===== config.mk =====
export PLATFORM = sky130hd
export DESIGN_NAME = aha_clock_switch_ctrl
export DESIGN_NICKNAME = d
export VERILOG_FILES = /design/src/rtl/aha_clk_switch_pkg.sv /design/src/rtl/aha_clk_sync2.sv /design/src/rtl/aha_clock_switch_ctrl.sv
export SDC_FILE = /design/constraint.sdc
export NUM_CORES = 1
export LEC_CHECK = 0
export BUFFER_PORTS_ARGS = -buffer_cell sky130_fd_sc_hd__buf_2
export CAP_MARGIN = 40
export CORE_UTILIZATION = 50
export DETAILED_ROUTE_END_ITERATION = 16
export GPL_ROUTABILITY_DRIVEN = 0
export PLACE_DENSITY = 0.75
export SYNTH_ARGS = -nofsm -noshare
export SYNTH_HDL_FRONTEND = slang
export SYNTH_HIERARCHICAL = 1
export SYNTH_SLANG_ARGS = --single-unit

===== constraint.sdc =====
create_clock -name CLK -period 1.9 [get_ports CLK]
set_input_delay 0.095 -clock CLK [delete_from_list [all_inputs] [get_ports CLK]]
set_output_delay 0.095 -clock CLK [all_outputs]
set_load 0.02 [all_outputs]

===== src/rtl/aha_clk_switch_pkg.sv =====
`default_nettype none
// ============================================================================
// Module   : aha_clk_switch_pkg
// Brief    : Shared state encoding and index-width helper for the clock
//            switch controller.
// Revision : 1.0 - initial release
// ============================================================================
package aha_clk_switch_pkg;

    typedef enum logic [1:0] {
        ST_IDLE     = 2'd0,
        ST_WAIT_OFF = 2'd1,
        ST_WAIT_ON  = 2'd2
    } state_t;

    function automatic int idx_w(input int num_clks);
        return (num_clks > 1) ? $clog2(num_clks) : 1;
    endfunction

endpackage
`default_nettype wire


===== src/rtl/aha_clk_sync2.sv =====
`default_nettype none
// ============================================================================
// Module   : aha_clk_sync2
// Brief    : Two-flop single-bit synchronizer, asynchronous active-low reset
//            to 0.
// Revision : 1.0 - initial release
// ============================================================================
module aha_clk_sync2 (
    input  logic clk,
    input  logic rst_n,
    input  logic i_d,
    output logic o_q
);

    logic r_meta;
    logic r_sync;

    always_ff @(posedge clk or negedge rst_n) begin
        if (!rst_n) begin
            r_meta <= 1'b0;
            r_sync <= 1'b0;
        end else begin
            r_meta <= i_d;
            r_sync <= r_meta;
        end
    end

    assign o_q = r_sync;

endmodule
`default_nettype wire


===== src/rtl/aha_clock_switch_ctrl.sv =====
`default_nettype none
// ============================================================================
// Module   : aha_clock_switch_ctrl
// Brief    : Sequences glitch-free clock switch slices so exactly one source
//            feeds the muxed clock. Optional ack-wait timeout is built when
//            AHA_CLK_SWITCH_TIMEOUT_EN is defined.
// Revision : 1.0 - initial release
// ============================================================================
module aha_clock_switch_ctrl
    import aha_clk_switch_pkg::*;
#(
    parameter int  NUM_CLKS  = 4,
    parameter int  RESET_SEL = 0,
    parameter int  TIMEOUT_W = 8,
    localparam int IDX_W     = idx_w(NUM_CLKS)
) (
    input  logic                CLK,
    input  logic                RESETn,
    input  logic                SEL_REQ_VALID,
    input  logic [IDX_W-1:0]    SEL_REQ_IDX,
    output logic                SEL_REQ_READY,
    input  logic [NUM_CLKS-1:0] SELECT_ACK,
    output logic [NUM_CLKS-1:0] SELECT_REQ,
    output logic [IDX_W-1:0]    CUR_SEL,
    output logic                BUSY,
    output logic                SWITCH_DONE,
    output logic                SEL_ERR,
    output logic                TIMEOUT_ERR
);

    localparam logic [NUM_CLKS-1:0] c_RESET_REQ = NUM_CLKS'(1) << RESET_SEL;
    localparam logic [IDX_W-1:0]    c_RESET_IDX = IDX_W'(RESET_SEL);
    localparam logic [31:0]         c_NUM_CLKS  = NUM_CLKS;

    logic [NUM_CLKS-1:0] w_ack_s;

    genvar gi;
    generate
        for (gi = 0; gi < NUM_CLKS; gi++) begin : g_ack_sync
            aha_clk_sync2 u_sync (
                .clk   (CLK),
                .rst_n (RESETn),
                .i_d   (SELECT_ACK[gi]),
                .o_q   (w_ack_s[gi])
            );
        end
    endgenerate

    state_t              r_state,       w_state_nxt;
    logic [IDX_W-1:0]    r_target,      w_target_nxt;
    logic [IDX_W-1:0]    r_cur_sel,     w_cur_sel_nxt;
    logic [NUM_CLKS-1:0] r_select_req,  w_select_req_nxt;
    logic                r_switch_done, w_switch_done_nxt;
    logic                r_sel_err,     w_sel_err_nxt;
    logic                r_boot,        w_boot_nxt;

    logic                w_idx_oob;
    logic [NUM_CLKS-1:0] w_target_onehot;

    assign w_idx_oob       = ({{(32-IDX_W){1'b0}}, SEL_REQ_IDX} >= c_NUM_CLKS);
    assign w_target_onehot = NUM_CLKS'(1) << r_target;

    always_comb begin
        w_state_nxt       = r_state;
        w_target_nxt      = r_target;
        w_cur_sel_nxt     = r_cur_sel;
        w_select_req_nxt  = r_select_req;
        w_switch_done_nxt = 1'b0;
        w_sel_err_nxt     = 1'b0;
        w_boot_nxt        = r_boot;
        case (r_state)
            ST_IDLE: begin
                if (SEL_REQ_VALID) begin
                    if (w_idx_oob) begin
                        w_sel_err_nxt = 1'b1;
                    end else if (SEL_REQ_IDX == r_cur_sel) begin
                        w_switch_done_nxt = 1'b1;
                    end else begin
                        w_target_nxt     = SEL_REQ_IDX;
                        w_select_req_nxt = '0;
                        w_state_nxt      = ST_WAIT_OFF;
                    end
                end
            end
            ST_WAIT_OFF: begin
                // Every slice must report gated off before the new one is asked for.
                if (w_ack_s == '0) begin
                    w_select_req_nxt = w_target_onehot;
                    w_state_nxt      = ST_WAIT_ON;
                end
            end
            ST_WAIT_ON: begin
                if (w_ack_s[r_target]) begin
                    w_cur_sel_nxt     = r_target;
                    w_state_nxt       = ST_IDLE;
                    w_switch_done_nxt = !r_boot;
                    w_boot_nxt        = 1'b0;
                end
            end
            default: w_state_nxt = ST_IDLE;
        endcase
    end

    always_ff @(posedge CLK or negedge RESETn) begin
        if (!RESETn) begin
            r_state       <= ST_WAIT_ON;
            r_target      <= c_RESET_IDX;
            r_cur_sel     <= c_RESET_IDX;
            r_select_req  <= c_RESET_REQ;
            r_switch_done <= 1'b0;
            r_sel_err     <= 1'b0;
            r_boot        <= 1'b1;
        end else begin
            r_state       <= w_state_nxt;
            r_target      <= w_target_nxt;
            r_cur_sel     <= w_cur_sel_nxt;
            r_select_req  <= w_select_req_nxt;
            r_switch_done <= w_switch_done_nxt;
            r_sel_err     <= w_sel_err_nxt;
            r_boot        <= w_boot_nxt;
        end
    end

`ifdef AHA_CLK_SWITCH_TIMEOUT_EN
    logic [TIMEOUT_W-1:0] r_tmo_cnt,     w_tmo_cnt_nxt;
    logic                 r_timeout_err, w_timeout_err_nxt;

    always_comb begin
        w_tmo_cnt_nxt     = r_tmo_cnt;
        w_timeout_err_nxt = r_timeout_err;
        if (w_state_nxt != r_state) begin
            w_tmo_cnt_nxt = '0;
        end else if ((r_state != ST_IDLE) && (r_tmo_cnt != '1)) begin
            w_tmo_cnt_nxt = r_tmo_cnt + 1'b1;
        end
        // Flag only; the FSM keeps waiting rather than forcing a select.
        if ((w_state_nxt == r_state) && (r_state != ST_IDLE) && (w_tmo_cnt_nxt == '1)) begin
            w_timeout_err_nxt = 1'b1;
        end
        if ((r_state == ST_IDLE) && SEL_REQ_VALID && !w_idx_oob) begin
            w_timeout_err_nxt = 1'b0;
        end
    end

    always_ff @(posedge CLK or negedge RESETn) begin
        if (!RESETn) begin
            r_tmo_cnt     <= '0;
            r_timeout_err <= 1'b0;
        end else begin
            r_tmo_cnt     <= w_tmo_cnt_nxt;
            r_timeout_err <= w_timeout_err_nxt;
        end
    end

    assign TIMEOUT_ERR = r_timeout_err;
`else
    // No counter in this build; the expression is constant 0 for any legal width.
    assign TIMEOUT_ERR = (TIMEOUT_W < 0);
`endif

    assign SEL_REQ_READY = (r_state == ST_IDLE);
    assign BUSY          = (r_state != ST_IDLE);
    assign SELECT_REQ    = r_select_req;
    assign CUR_SEL       = r_cur_sel;
    assign SWITCH_DONE   = r_switch_done;
    assign SEL_ERR       = r_sel_err;

endmodule
`default_nettype wire


* Word level (Yosys, flattened, before mapping)
Index checks and enable logic that the tools add are counted.
Storage, ports and cells: register bits after elaboration 20, word-level logic and storage cells 48
Operators by class: bitwise logic cells 1, reduce and logical (&&, ||, !) cells 9, equal/unequal tests 7, muxes and demuxes 15, shift operators 1, magnitude comparators 1
Operators with widths (number):
- 2-to-1 mux 4 bit | 3
- 2-to-1 mux 2 bit | 4
- inequality test 2 bit (second input constant) | 4
- case mux 4 bit (2 select lines) | 1
- AND reduction 4 bit | 2
- case mux 2 bit (3 select lines) | 1
- zero test 4 bit | 1
- 2-to-1 mux 1 bit | 4
- nonzero test 2 bit | 2
- << shifter 1 x 2 -> 4 bit (first input constant) | 1
- less-than comparator 2 x 3 -> 1 bit (second input constant) | 1
- AND reduction 3 bit | 1
- binary-select mux 1 bit (select 2 bit) | 1
- == test 2 x 1 -> 1 bit (second input constant) | 1
- == test 2 bit | 1
- == test 2 bit (second input constant) | 1
- zero test 2 bit | 1
- case mux 1 bit (2 select lines) | 1
- AND reduction 2 bit | 1
- zero test 1 bit | 1
- inverter 1 bit | 1

* Depth between registers and ports, before layout
Gate-level depths: netlist (run 1).
depth in word-level cells 4, gate-level depth with buffers 4

* Hierarchy
Netlist (run 1), hierarchy kept.
By module, submodules not included:
- aha_clock_switch_ctrl | cells each 56, seq. area each 304.0 um2, instances 1, area each 618.1 um2
- aha_clk_sync2 | cells each 2, seq. area each 50.0 um2, instances 4, area each 50.0 um2

* Least setup slack after synthesis (run 1)
OpenSTA, ideal clock, no wires.
path type flip-flop to flip-flop, start point reg r_state[0], end point reg r_target[0], library setup time 0.125 ns, arrival time 1.457 ns, path buffers 0, period minus slack after synthesis 1.582 ns, required time 1.775 ns, stages on the path, launching flop included 4, path slack 0.318 ns, cells stage by stage dfrtp_1 or3b_2 a21oi_2 mux2_2
Between the ends: cells in the longest elaborated chain, start to end 2
RTL lines:
- from (decl) | line aha_clock_switch_ctrl.sv:49 | state_t r_state, w_state_nxt;
- from (signal assigned) | line aha_clock_switch_ctrl.sv:114 | r_state <= w_state_nxt;
- zero test 2 bit | line aha_clock_switch_ctrl.sv:71 | case (r_state)
- AND reduction 3 bit (no line)
- to (signal assigned) | line aha_clock_switch_ctrl.sv:107 | r_target <= c_RESET_IDX;
- to (signal assigned) | line aha_clock_switch_ctrl.sv:115 | r_target <= w_target_nxt;
- to (decl) | line aha_clock_switch_ctrl.sv:50 | logic [IDX_W-1:0] r_target, w_target_nxt;
Every way passes these cells. A chain may end at the register's enable or synchronous reset.

* Worst setup path after layout (run 1)
start point reg r_state[0], end point reg r_target[1]
The elaborated chain is that of the path after synthesis.

==> impl_metrics.yaml, run 1 <==
route:
  route.met3.wl_um: 39
  drt_pre_antenna_iters: 4
  drt-initial-drc-count: 4
  drc: 0
  dr_wl_met2_um: 690
  route.antenna.remaining_nets: 0
  met1Wirelength_um: 580
  top_layer: "met4"
  drt-total-wl_mm: 1.33
  avgViaCountPerCell: 5.34
  vias: 555
  route.detailed.wl_per_inst_um: 12.8
outcome:
  outcome: "complete, no violations"
synth:
  synth.cell_area_sq_um: 818
  postSynth.asyncResetShare: 1.00
  synthDominantAreaCellType: "sky130_fd_sc_hd__dfrtp_1"
  ys_seq_area_frac: 0.616
  synthesis.area_per_instance_sq_um: 12.8
  ys_seq_elements: 20
  yosysMostFrequentCell: "sky130_fd_sc_hd__dfrtp_1"
  post_synth_inst_count: 64
  netlist-cell-type-count: 25
  synth_commonest_cells: "sky130_fd_sc_hd__dfrtp_1 (17), sky130_fd_sc_hd__o21ai_0 (7), sky130_fd_sc_hd__inv_1 (4), sky130_fd_sc_hd__o32ai_1 (4)"
  synth_top_flop_cell: "sky130_fd_sc_hd__dfrtp_1"
  netlist_top_cells_area: "sky130_fd_sc_hd__dfrtp_1 (52%), sky130_fd_sc_hd__dfstp_2 (9.6%), sky130_fd_sc_hd__o21ai_0 (4.3%)"
  post-synth-top-area-fraction: 0.520
  yosysWarningCount: 6
  synth-edff-count: 0
run:
  cap_violations: 0
timing:
  clock-skew-final_ns: 0.00390
  finalCritPeriodShare: 0.896
  drv_slew: 0
  setup_viol: 0
  fin_crit_period_ns: 1.70
  tns_ns: 0
  max_clock_freq_ghz: 0.588
  timing_hold_violations_final: 0
  unrepaired_setup_endpoints_after_global_routing: "no"
layout:
  multiInputGateArea_sq_um: 284
  nNetsFinal: 98
  final_layout_size_suffix_gt1_frac: 0.375
  insertedDiodeCount: 0
  layout-area-overhead-vs-synth_pct: 20.3
  storage_cell_area_sq_um: 504
  final.fill_count: 128
  stdcell_area_sq_um: 985
hold_path:
  hold_path_class: "input port to register"
  worst_hold_path.num_cells: 2
clocking:
  clock_tree.buffer_depth: 2
  tritoncts_num_sinks: 20
  numCtsBuffers: 3
  number_of_cells_upsized_or_downsized_after_cts: 0
  tritoncts: "done"
  cts_setup_buffers: 0
  clock_tree.root_cell: "sky130_fd_sc_hd__clkbuf_4"
  worst_setup_hold_path_clk_slew_ns: 0.10
  htreeDepth: 1
  cts.hold.buffers_added: 5
  clkLatencyLatePin_ns: 0.29
critical_path:
  critical_path_class: "register to register"
  rr_worst_depth: 3
  critical_path_peak_fanout: 8
  critPathLaunchType: "register"
  worst-endpoint-arrival_ns: 1.89
  cp-end-kind: "register"
  crit_path_required_time_ns: 2.09
floorplan:
  die_x_um: 42.5
  effective_utilization_at_floorplan: 0.537
  die_y_extent_um: 42.5
  fp-row-count: 14
  ioPinCount: 20
  core_area_sq_um: 1520
  dieArea_sq_um: 1800
global_routing:
  grt_first_pass_wirelength_mm: 2.35
  grt_antenna_before_repair: 0
  grt-ovfl-total: 0
  grt_pass1_vias: 547
  gr-usage-all-layers: 0.183
  largest_net_degree_at_the_start_of_global_routing: 21
placement:
  dp_hpwl_um: 945
  placed_cell_area_sq_um: 908
  port_buffers: 17
power_and_ir_drop:
  seq_power_share: 0.501
  netSwitchingFraction: 0.355
  leakage_nw: 0.459
  power_per_cell_area_nw_per_um2: 1200
  cell_internal_pwr_w: 0.000760
  netSwitchingPower_w: 0.000419
  power.share.combinational: 0.330
  power.clock.fraction: 0.169
  vdd_ir_drop_max_mv: 0.767
path summary, 6_finish.rpt:
check	startpoint	end	slack, ns
setup / recovery	r_state[0]$_DFFE_PN0P_	r_target[1]$_DFFE_PN0P_	0.20
hold / removal	SEL_REQ_IDX[1]	r_target[1]$_DFFE_PN0P_	0.06
setup reg to reg	r_state[0]$_DFFE_PN0P_	r_target[1]$_DFFE_PN0P_	0.20
hold reg to reg	g_ack_sync[0].u_sync/r_meta$_DFF_PN0_	g_ack_sync[0].u_sync/o_q$_DFF_PN0_	0.36
max in group asynchronous	RESETn	r_state[1]$_DFFE_PN1P_	1.31
min in group asynchronous	RESETn	g_ack_sync[1].u_sync/r_meta$_DFF_PN0_	0.26
worst max-delay path, stage by stage (launching register included):
cell,delay [ns]
sky130_fd_sc_hd__dfrtp_1,0.45
sky130_fd_sc_hd__or3b_2,0.51
sky130_fd_sc_hd__a21oi_2,0.27
sky130_fd_sc_hd__mux2_2,0.37
cell usage in the layout (no fill, tap or decap), drive strengths merged, types with 3 or more instances in the layout:
cell / instances
dlygate4sd3: 5
inv: 4
clkbuf: 4
dfrtp: 17
mux2: 3
dfstp: 3
mux2i: 3
o32ai: 4
buf: 17
o21ai: 7
area by class of cell:
class                      count  share of cell area
sequential                    20               0.512
multi-input combinational     38               0.288
timing repair buffer          22               0.137
clock buffer                   4              0.0267
tap                           16              0.0203
inverter                       4              0.0152
flip-flops by register name, summed over array words and instances, names as in the netlist:
name / count
SELECT_REQ: 4
CUR_SEL: 2
r_boot: 1
g_ack_sync.u_sync/o_q: 4
r_state: 2
g_ack_sync.u_sync/r_meta: 4
SWITCH_DONE: 1
r_target: 2
stage by stage:
stage | total power (W) | setup WS (ns) | hold slack (ns) | utilization | std cells
finish | 0.00118 | 0.198 | 0.0557 | 0.646 | 104
global route | 0.00126 | 0.131 | 0.0435 | 0.646 | 104
CTS | 0.00119 | 0.204 | 0.0506 | 0.646 | 104
detailed placement | 0.000982 | 0.207 | 0.0541 | 0.596 | 95
global placement | 0.000971 | 0.240 | 0.0509 | 0.596 | 95
floorplan | 0.000872 | 0.318 | -0.201 | - | 65
per-layer routing:
metal  vias to the layer above  track usage
met3                         2       0.0388
met5                         -            0
li1                        273            -
met2                        13        0.295
met1                       267        0.223
met4                         0        0.113
power groups by stage:
stage,Combinational (W),Clock [W],Sequential (W)
6_report,0.000389,0.000199,0.000591
5_1_grt,0.000422,0.000228,0.000608
4_1_cts,0.000392,0.000207,0.000591
3_5_place_dp,0.000383,0,0.000600
3_3_place_gp,0.000376,0,0.000595
2_1_floorplan,0.000258,0,0.000614
cell families (layout without fill, tap and decap cells):
group	after synthesis	count (layout)	synth area share
AOI/OAI and AO/OA	17	17	0.144
xor gates and xnor gates	2	2	0.0214
buffers and inverters	7	30	0.0413
DFF	20	20	0.616
muxes	6	6	0.0780
other	1	2	0.00458
and+or+nand+nor	11	11	0.0948
(Power assumes the default switching activity.)
==> run 2, diff against run 1 <==
--- a/config.mk
+++ b/config.mk
@@ -7,11 +7,12 @@
 export LEC_CHECK = 0
 export BUFFER_PORTS_ARGS = -buffer_cell sky130_fd_sc_hd__buf_2
 export CAP_MARGIN = 40
-export CORE_UTILIZATION = 50
+export CELL_PAD_IN_SITES_DETAIL_PLACEMENT = 1
+export CELL_PAD_IN_SITES_GLOBAL_PLACEMENT = 2
+export CORE_UTILIZATION = 33
 export DETAILED_ROUTE_END_ITERATION = 16
 export GPL_ROUTABILITY_DRIVEN = 0
 export PLACE_DENSITY = 0.75
 export SYNTH_ARGS = -nofsm -noshare
 export SYNTH_HDL_FRONTEND = slang
-export SYNTH_HIERARCHICAL = 1
 export SYNTH_SLANG_ARGS = --single-unit
==> run 2 against run 1 <==
Compared with the run above:
- via count is 4.7% higher
- synthesized cell count is 4.7% higher
- routed wire length is 21% higher
- combinational power is 4% higher
- clock skew is 0.0012 ns lower
- critical path depth stayed put
- sequential share of layout area is 3.2 points lower
- global-route usage is 4.0 points lower
- critical endpoint is now SELECT_REQ[3]$_DFFE_PN0P_
- clock power is 78% higher
- largest power group unchanged
==> impl_metrics.yaml, run 2 <==
synth:
  synth_top_family_by_area: "simple AND/OR/NAND/NOR gates"
  post_synth_and_or_nand_nor_area_fraction: 0.132
  synth_commonest_cells: "sky130_fd_sc_hd__dfrtp_1 (17), sky130_fd_sc_hd__mux2_2 (5), sky130_fd_sc_hd__a31o_1 (4), sky130_fd_sc_hd__nand2_1 (4)"
  synth_top_flop_cell: "sky130_fd_sc_hd__dfrtp_1"
  synth-edff-count: 0
  synth-xor-area-share: 0.0210
  ys_seq_elements: 20
  yosysMostFrequentCell: "sky130_fd_sc_hd__dfrtp_1"
  post-synth-top-area-fraction: 0.509
  netlist_top_cells_area: "sky130_fd_sc_hd__dfrtp_1 (51%), sky130_fd_sc_hd__dfstp_2 (9.4%), sky130_fd_sc_hd__mux2_2 (6.7%)"
  netlist-cell-type-count: 28
  yosysWarningCount: 0
  synth.mux.area_fraction: 0.0793
  synth_fa_ha_area_frac: 0
  synthDominantAreaCellType: "sky130_fd_sc_hd__dfrtp_1"
  synth.cell_area_sq_um: 836
  postSynth.asyncResetShare: 1.00
  synthesis.area_per_instance_sq_um: 12.5
  post_synth_inst_count: 67
  synth_compound_gate_area_share: 0.114
  ys_seq_area_frac: 0.603
route:
  route.antenna.remaining_nets: 0
  route.detailed.wl_per_inst_um: 13.5
  drt-total-wl_mm: 1.61
  drt-initial-drc-count: 2
  drt_pre_antenna_iters: 3
  avgViaCountPerCell: 4.88
  vias: 581
  drc: 0
timing:
  tns_ns: 0
  drv_slew: 0
  finalCritPeriodShare: 0.924
  unrepaired_setup_endpoints_after_global_routing: "no"
  timing_hold_violations_final: 0
  setup_viol: 0
  fin_crit_period_ns: 1.75
  clock-skew-final_ns: 0.00267
  max_clock_freq_ghz: 0.570
power_and_ir_drop:
  leakage_nw: 0.491
  seq_power_share: 0.432
  power.clock.fraction: 0.265
  cell_internal_pwr_w: 0.000896
  netSwitchingPower_w: 0.000442
  power_per_cell_area_nw_per_um2: 1270
  power.share.combinational: 0.303
  netSwitchingFraction: 0.331
  vdd_ir_drop_max_mv: 0.595
layout:
  final_cells: 119
  finish.utilization: 0.457
  insertedDiodeCount: 0
  layout_common_cells: "sky130_fd_sc_hd__dfrtp_1 (17), sky130_fd_sc_hd__buf_2 (17), sky130_fd_sc_hd__mux2_2 (5), sky130_fd_sc_hd__dlygate4sd3_1 (5)"
  final_layout_size_suffix_gt1_frac: 0.363
  stdcell_area_sq_um: 1050
  final.fill_count: 260
  layout-area-overhead-vs-synth_pct: 25.6
  nNetsFinal: 101
clocking:
  worst_setup_hold_path_clk_slew_ns: 0.12
  numCtsBuffers: 3
  clock_tree.buffer_depth: 2
  clock_tree.root_cell: "sky130_fd_sc_hd__clkbuf_4"
  number_of_cells_upsized_or_downsized_after_cts: 0
  cts_setup_buffers: 0
  htreeDepth: 1
  tritoncts_num_sinks: 20
  cts.hold.buffers_added: 5
  clkLatencyLatePin_ns: 0.30
  tritoncts: "done"
run:
  cap_violations: 0
global_routing:
  grt_antenna_before_repair: 0
  largest_net_degree_at_the_start_of_global_routing: 21
  grt-ovfl-total: 0
  gr-usage-all-layers: 0.143
  grt_first_pass_wirelength_mm: 2.83
  grt_pass1_vias: 620
placement:
  dp_hpwl_mm: 1.16
  post-place-cells: 110
  placed_cell_area_sq_um: 947
  port_buffers: 17
floorplan:
  fp-row-count: 17
  core_area_sq_um: 2300
  ioPinCount: 20
  dieArea_sq_um: 2740
  effective_utilization_at_floorplan: 0.364
  die_y_extent_um: 52.3
  die_x_um: 52.3
critical_path:
  worst-endpoint-arrival_ns: 1.96
  crit_path_required_time_ns: 2.11
  critical_path_class: "register to register"
  critPathLaunchType: "register"
  cp-end-kind: "register"
  critical_path_peak_fanout: 6
outcome:
  outcome: "complete, no violations"
hold_path:
  hold_path_class: "input port to register"
[run 2: changes by cell type after synthesis, moves of 3 or more]
cell                      previous run  this run
sky130_fd_sc_hd__nor4_1              0         3
sky130_fd_sc_hd__o21ai_0             7         0
sky130_fd_sc_hd__o32ai_1             4         1
sky130_fd_sc_hd__a31o_1              0         4
[run 2: through the flow]
stage | hold WS (ns) | setup WS (ns) | power, W
global route | 0.0408 | 0.0603 | 0.00142
global placement | 0.0646 | 0.204 | 0.000976
floorplan | -0.201 | 0.234 | 0.000847
CTS | 0.0403 | 0.122 | 0.00135
detailed placement | 0.0683 | 0.153 | 0.000988
finish | 0.0469 | 0.145 | 0.00134
[run 2: power groups by stage]
stage | logic [W] | clock network (W) | registers [W]
4_1_cts | 0.000412 | 0.000356 | 0.000580
3_3_place_gp | 0.000394 | 0 | 0.000583
5_1_grt | 0.000453 | 0.000374 | 0.000592
6_report | 0.000406 | 0.000354 | 0.000578
2_1_floorplan | 0.000249 | 0 | 0.000598
3_5_place_dp | 0.000401 | 0 | 0.000587
[run 2: kinds of logic (layout without fill, tap and decap cells)]
| logic type | after synthesis | in the layout |
|---|---|---|
| other | 1 | 2 |
| multiplexers | 6 | 6 |
| buffers and inverters | 8 | 31 |
| flip-flops | 20 | 20 |
| AO/OA/AOI/OAI | 12 | 12 |
| XOR/XNOR | 2 | 2 |
| AND/OR/NAND/NOR | 18 | 18 |
[run 2: path summary, 6_finish.rpt]
kind	slack, ns	start	cells after the start	endpoint
min reg2reg	0.36	g_ack_sync[3].u_sync.r_meta$_DFF_PN0_	0	g_ack_sync[3].u_sync.o_q$_DFF_PN0_
max in group asynchronous	1.32	RESETn	2	r_state[1]$_DFFE_PN1P_
min in group asynchronous	0.25	RESETn	2	SELECT_REQ[2]$_DFFE_PN0P_
min	0.05	SEL_REQ_VALID	3	SWITCH_DONE$_DFF_PN0_
max reg2reg	0.15	g_ack_sync[0].u_sync.o_q$_DFF_PN0_	3	SELECT_REQ[3]$_DFFE_PN0P_
max	0.15	g_ack_sync[0].u_sync.o_q$_DFF_PN0_	3	SELECT_REQ[3]$_DFFE_PN0P_
[run 2: layer usage]
metal	part of all wire	track usage	vias up	wire length [um]
met5	0	0	-	0
met4	0	0.0395	0	0
met1	0.49	0.168	283	779
met3	0.031	0.0348	0	50
li1	-	-	283	-
met2	0.48	0.255	15	774
[run 2: area by class of cell]
class	instances	area, sq um	area share
clock buffers	3	22.5	0.0215
clock inverters	1	30.0	0.0286
multi-input cells	40	297	0.282
inverters	3	11.3	0.0107
flip-flops and latches	20	504	0.480
repair buffers	24	150	0.143
well taps	28	35.0	0.0334
[run 2: critical path: stages (launching register included)]
cell and delay (ns):
sky130_fd_sc_hd__dfrtp_1 0.39, sky130_fd_sc_hd__or4_1 0.63, sky130_fd_sc_hd__or3_4 0.40, sky130_fd_sc_hd__a31o_1 0.23
